$ cat src/rtl/fpu_sign_pipe.sv
// fpu_sign_pipe: per-lane result-sign resolution for floating-point add/sub,
// carried through a PIPE_STAGES-deep valid/ready pipeline that collapses bubbles.
// Optional feature macro: FPU_SIGN_STAT_EN adds o_invalid_cnt, a saturating
// count of invalid lanes seen on output handshakes.
module fpu_sign_pipe #(
    parameter int NUM_LANE    = 4,
    parameter int PIPE_STAGES = 2
) (
    input  logic                i_clk,
    input  logic                i_rst_n,
    input  logic                i_valid,
    output logic                o_ready,
    input  logic [NUM_LANE-1:0] i_add_sub,
    input  logic [NUM_LANE-1:0] i_sign_man_a,
    input  logic [NUM_LANE-1:0] i_sign_man_b,
    input  logic [NUM_LANE-1:0] i_comp_man,
    input  logic [NUM_LANE-1:0] i_eq_man,
    input  logic [NUM_LANE-1:0] i_inf_a,
    input  logic [NUM_LANE-1:0] i_inf_b,
    input  logic [NUM_LANE-1:0] i_nan,
    input  logic                i_rnd_down,
    output logic                o_valid,
    input  logic                i_ready,
`ifdef FPU_SIGN_STAT_EN
    output logic [15:0]         o_invalid_cnt,
`endif
    output logic [NUM_LANE-1:0] o_sign_s,
    output logic [NUM_LANE-1:0] o_invalid
);

    localparam int LAST = PIPE_STAGES - 1;

    // Returns {invalid, sign} for one lane, highest-priority case first.
    function automatic logic [1:0] f_lane_sign(
        input logic sub, input logic sa, input logic sb, input logic comp,
        input logic eq, input logic inf_a, input logic inf_b, input logic nan,
        input logic rnd
    );
        logic       eb;
        logic [1:0] res;
        eb = sb ^ sub;                     // effective sign of the B term
        if (nan)                  res = 2'b00;
        else if (inf_a && inf_b)  res = (sa == eb) ? {1'b0, sa} : 2'b10;
        else if (inf_a)           res = {1'b0, sa};
        else if (inf_b)           res = {1'b0, eb};
        else if (eq && (sa != eb)) res = {1'b0, rnd};   // exact cancellation
        else                      res = {1'b0, comp ? eb : sa};
        return res;
    endfunction

    logic [NUM_LANE-1:0] w_in_sign;
    logic [NUM_LANE-1:0] w_in_inv;

    genvar gi;
    generate
        for (gi = 0; gi < NUM_LANE; gi++) begin : g_lane
            assign {w_in_inv[gi], w_in_sign[gi]} = f_lane_sign(
                i_add_sub[gi], i_sign_man_a[gi], i_sign_man_b[gi], i_comp_man[gi],
                i_eq_man[gi], i_inf_a[gi], i_inf_b[gi], i_nan[gi], i_rnd_down);
        end
    endgenerate

    logic [PIPE_STAGES-1:0] w_stage_vld;
    logic [PIPE_STAGES-1:0] w_load;
    logic [PIPE_STAGES-1:0] w_adv;
    logic [NUM_LANE-1:0]    w_stage_sign [PIPE_STAGES];
    logic [NUM_LANE-1:0]    w_stage_inv  [PIPE_STAGES];

    // Back-to-front: a stage advances if it holds a beat and its downstream
    // loads; it loads if empty or advancing. This collapses bubbles.
    always_comb begin
        logic w_go;
        w_adv  = '0;
        w_load = '0;
        w_go   = i_ready;
        for (int k = PIPE_STAGES - 1; k >= 0; k--) begin
            w_adv[k]  = w_stage_vld[k] & w_go;
            w_load[k] = ~w_stage_vld[k] | w_adv[k];
            w_go      = w_load[k];
        end
    end

    generate
        for (gi = 0; gi < PIPE_STAGES; gi++) begin : g_stage
            logic                r_vld;
            logic [NUM_LANE-1:0] r_sign;
            logic [NUM_LANE-1:0] r_inv;

            if (gi == 0) begin : g_first
                // Stage 0 captures the resolved lane results on input handshake.
                always_ff @(posedge i_clk or negedge i_rst_n) begin
                    if (!i_rst_n) begin
                        r_vld  <= 1'b0;
                        r_sign <= '0;
                        r_inv  <= '0;
                    end else begin
                        if (w_load[0])
                            r_vld <= i_valid;
                        if (w_load[0] && i_valid) begin
                            r_sign <= w_in_sign;
                            r_inv  <= w_in_inv;
                        end
                    end
                end
            end else begin : g_next
                // Later stages take the upstream beat whenever they load.
                always_ff @(posedge i_clk or negedge i_rst_n) begin
                    if (!i_rst_n) begin
                        r_vld  <= 1'b0;
                        r_sign <= '0;
                        r_inv  <= '0;
                    end else begin
                        if (w_load[gi])
                            r_vld <= w_stage_vld[gi-1];
                        if (w_load[gi] && w_stage_vld[gi-1]) begin
                            r_sign <= w_stage_sign[gi-1];
                            r_inv  <= w_stage_inv[gi-1];
                        end
                    end
                end
            end

            assign w_stage_vld[gi]  = r_vld;
            assign w_stage_sign[gi] = r_sign;
            assign w_stage_inv[gi]  = r_inv;
        end
    endgenerate

    assign o_ready   = w_load[0];
    assign o_valid   = w_stage_vld[LAST];
    assign o_sign_s  = w_stage_sign[LAST];
    assign o_invalid = w_stage_inv[LAST];

`ifdef FPU_SIGN_STAT_EN
    logic [15:0] r_invalid_cnt;
    logic [4:0]  w_pop;
    logic [16:0] w_cnt_sum;

    // Popcount of invalid lanes on the outgoing beat, widened for overflow.
    always_comb begin
        w_pop     = 5'($countones(o_invalid));
        w_cnt_sum = {1'b0, r_invalid_cnt} + {12'b0, w_pop};
    end

    // Saturating accumulation on every output handshake.
    always_ff @(posedge i_clk or negedge i_rst_n) begin
        if (!i_rst_n)
            r_invalid_cnt <= '0;
        else if (o_valid && i_ready)
            r_invalid_cnt <= w_cnt_sum[16] ? 16'hFFFF : w_cnt_sum[15:0];
    end

    assign o_invalid_cnt = r_invalid_cnt;
`endif

endmodule

$ cat config.mk
export PLATFORM = sky130hd
export DESIGN_NAME = fpu_sign_pipe
export DESIGN_NICKNAME = d
export VERILOG_FILES = /design/src/rtl/fpu_sign_pipe.sv
export SDC_FILE = /design/constraint.sdc
export NUM_CORES = 1
export LEC_CHECK = 0
export CAP_MARGIN = 20
export CELL_PAD_IN_SITES_DETAIL_PLACEMENT = 1
export CELL_PAD_IN_SITES_GLOBAL_PLACEMENT = 1
export CORE_MARGIN = 2
export CORE_UTILIZATION = 27
export CTS_CLUSTER_DIAMETER = 150
export DETAILED_ROUTE_END_ITERATION = 8
export GPL_ROUTABILITY_DRIVEN = 0
export PLACE_DENSITY_LB_ADDON = 0.05
export SYNTH_ARGS = -nofsm -noshare
export SYNTH_HDL_FRONTEND = slang
export SYNTH_SLANG_ARGS = --single-unit
$ cat constraint.sdc
create_clock -name i_clk -period 1.1 [get_ports i_clk]
set_input_delay 0.11 -clock i_clk [delete_from_list [all_inputs] [get_ports i_clk]]
set_output_delay 0.11 -clock i_clk [all_outputs]
set_load 0.02 [all_outputs]
==> impl_metrics.json <==
{
  "synth_top_flop_cell": "dfrtp_1",
  "slew_violations": 0,
  "worstMarginPinSlew_ns": 0.396,
  "num_antenna_cells": 0,
  "cp.arrival_ns": 1.40,
  "grt_first_pass_wirelength_um": 4960,
  "routed_via_density": 4.81,
  "drtIter0Drc": 23,
  "htree_levels": 1,
  "dp_cells": 198,
  "drv_cap": 0,
  "area_growth_pct": 101,
  "synthSimpleGateAreaFrac": 0.187,
  "placed_area_um2": 1760,
  "drt_wl_total_um": 3090,
  "synthMuxAreaShare": 0.137,
  "clk_latency_ns": 0.25,
  "netlist-cell-type-count": 21,
  "relSlewSlack": 0.735,
  "violations": "negative setup slack",
  "fillCellCount": 410,
  "ir_worst_vdd_mv": 0.471,
  "r2r_end": "g_stage[0].r_sign[3]",
  "dpl.hpwl_um": 2180,
  "synth_xor_area_frac": 0.0416,
  "drcViolationCount": 0,
  "crit_required_ns": 1.23,
  "postSynthAreaPerCell_um2": 11.4,
  "synth_edf_count": 0,
  "layout.cells.non_filler": 220,
  "outcome": "finished, violations left",
  "period_minus_slack_ns": 1.27,
  "synth-seq-cells": 18,
  "dieArea_um2": 4300,
  "rsz0062_at_grt": "true",
  "criticalPathCategory": "in -> reg",
  "layout_commonest_cell": "buf_4",
  "power_w": 0.00206,
  "crit_fanout": 3,
  "final-setup-viol-count": 17,
  "fin_nets": 214,
  "vias": 1059,
  "io_buffers": 46,
  "hold_violations": 0,
  "synth_area_leaders": "dfrtp_1 44%, mux2_2 8.8%, nand2_1 5.1%, ha_1 4.9%, mux2i_1 4.9%",
  "netlist_area_um2": 1020,
  "grt_start_max_net_pins": 19,
  "clock_path_buffers": 2,
  "grt_pass1_vias": 1116,
  "finalClockSkew_ns": 0.00277,
  "setup_ws_ns": -0.167,
  "hp-class": "in -> async",
  "cts_inserted_buffers": 3,
  "syn_nets": 131,
  "leakage_nw": 0.931,
  "r2r_slack_ns": -0.14,
  "fmax_ghz": 0.789,
  "synth_top_family_by_area": "simple AND/OR/NAND/NOR gates",
  "reg2reg_depth": 5,
  "final_antenna_net_count": 0,
  "grt_use_total": 0.150,
  "detail_route.wl_per_cell_um": 14.1,
  "pre_cts_ws_ns": -0.915,
  "cts.hold.buffers_added": 0,
  "cp-end-kind": "register",
  "yosys.area_share.adder": 0.0489,
  "cp-startpoint": "i_sign_man_b[3]",
  "cts_sinks": 18,
  "drive_above_1_share": 0.436,
  "final_cell_mix": "26 x buf_4, 21 x clkdlybuf4s50_1, 17 x dfrtp_1, 11 x dlygate4sd2_1",
  "critPathLaunchType": "primary input",
  "fin_util": 0.563,
  "final_area_um2": 2060,
  "powerDensity_nw_per_um2": 998,
  "cts_root_buf": "clkbuf_8",
  "synth_top_area_frac": 0.440,
  "yosysWarnings": 0,
  "synth_cells": 90,
  "antenna_found_initial": 0,
  "period_share": 1.15,
  "die_h_um": 65.6,
  "num_rows": 22,
  "clk_pin_slew_ns": 0.06,
  "yosys.area.top_type": "dfrtp_1",
  "die_x_um": 65.6,
  "r2r_start": "o_valid",
  "grt-ovfl-total": 0,
  "initial_core_util": 0.280,
  "cts_tree": "built",
  "firstDrtPassIters": 4,
  "coreArea_um2": 3660,
  "async_flop_share": 1.00,
  "synth_seq_area_share": 0.440,
  "synth-compound-area-share": 0.141,
  "io_pins": 47
}
==> flip-flops by register name, indices dropped and copies added, names as in the netlist <==
register        count
o_invalid           4
g_stage.r_inv       4
g_stage.r_sign      4
o_sign_s            4
o_valid             1
g_stage.r_vld       1
==> cells by family (layout without fill, tap and decap cells) <==
group / Yosys count / count (layout)
compound gates: 20 / 20
fa+ha+maj: 4 / 4
simple gates: 30 / 31
xor+xnor: 4 / 4
buf+inv: 1 / 82
flops: 18 / 18
mux: 13 / 13
==> stage by stage <==
| stage | TNS, ns | hold WS [ns] |
|---|---|---|
| floorplan | -1.33 | -0.186 |
| global placement | -6.57 | 0.461 |
| detailed placement | -6.69 | 0.464 |
| CTS | -0.692 | 0.189 |
| global route | -2.46 | 0.219 |
| finish | -1.76 | 0.199 |
==> timing repair <==
action / in CTS / in global routing
endpoints found under the setup margin: 26 / 20
pin swaps: 20 / 9
gates resized for setup: 81 / 14
gates cloned: 1 / 0
setup buffers: 16 / 4
==> critical path: stages <==
cell	delay, ns
buf_8	0.10
xor2_4	0.17
ha_4	0.22
and4b_1	0.17
a311o_1	0.32
a211oi_2	0.20
o21ai_1	0.10
==> area by class of cell <==
class / count / area (µm²) / area share
Multi-Input combinational cell: 72 / 776 / 0.376
Tap cell: 48 / 60.1 / 0.0291
Clock buffer: 4 / 45.0 / 0.0219
Timing Repair Buffer: 78 / 728 / 0.353
Sequential cell: 18 / 452 / 0.219
==> report_power, final <==
part,total [W],switching (W),leakage [nW],internal [W]
logic,0.000811,0.000347,0.674,0.000464
clock network,0.000461,0.000205,0.0228,0.000257
registers,0.000784,0.0000428,0.234,0.000741
==> how the worst max path moves through the flow <==
| stage | slack, ns | to |
|---|---|---|
| floorplan | -0.24 | g_stage[0].r_sign[0] |
| global placement | -0.88 | g_stage[0].r_sign[0] |
| detailed placement | -0.92 | g_stage[0].r_sign[0] |
| CTS | -0.19 | g_stage[0].r_sign[3] |
| global route | -0.20 | g_stage[0].r_sign[2] |
| finish | -0.17 | g_stage[0].r_sign[3] |
==> synthesized netlist by cell type, types with 4 or more instances <==
| library cell | count |
|---|---|
| ha_1 | 4 |
| mux2_2 | 8 |
| o21ai_0 | 4 |
| a211o_1 | 4 |
| o21ai_1 | 4 |
| a211oi_1 | 4 |
| nand4b_1 | 4 |
| mux2i_1 | 5 |
| nand2_1 | 14 |
| dfrtp_1 | 18 |
==> layer usage <==
layer / share of wire / vias up / global-route usage / wire, µm
met5: 0 / - / 0 / 0
met4: 0.016 / 0 / 0.0547 / 48
met3: 0.043 / 4 / 0.0154 / 133
met2: 0.55 / 34 / 0.277 / 1700
met1: 0.39 / 511 / 0.179 / 1210
li1: - / 510 / - / -
Note: power is estimated with default switching activity, not from simulation.
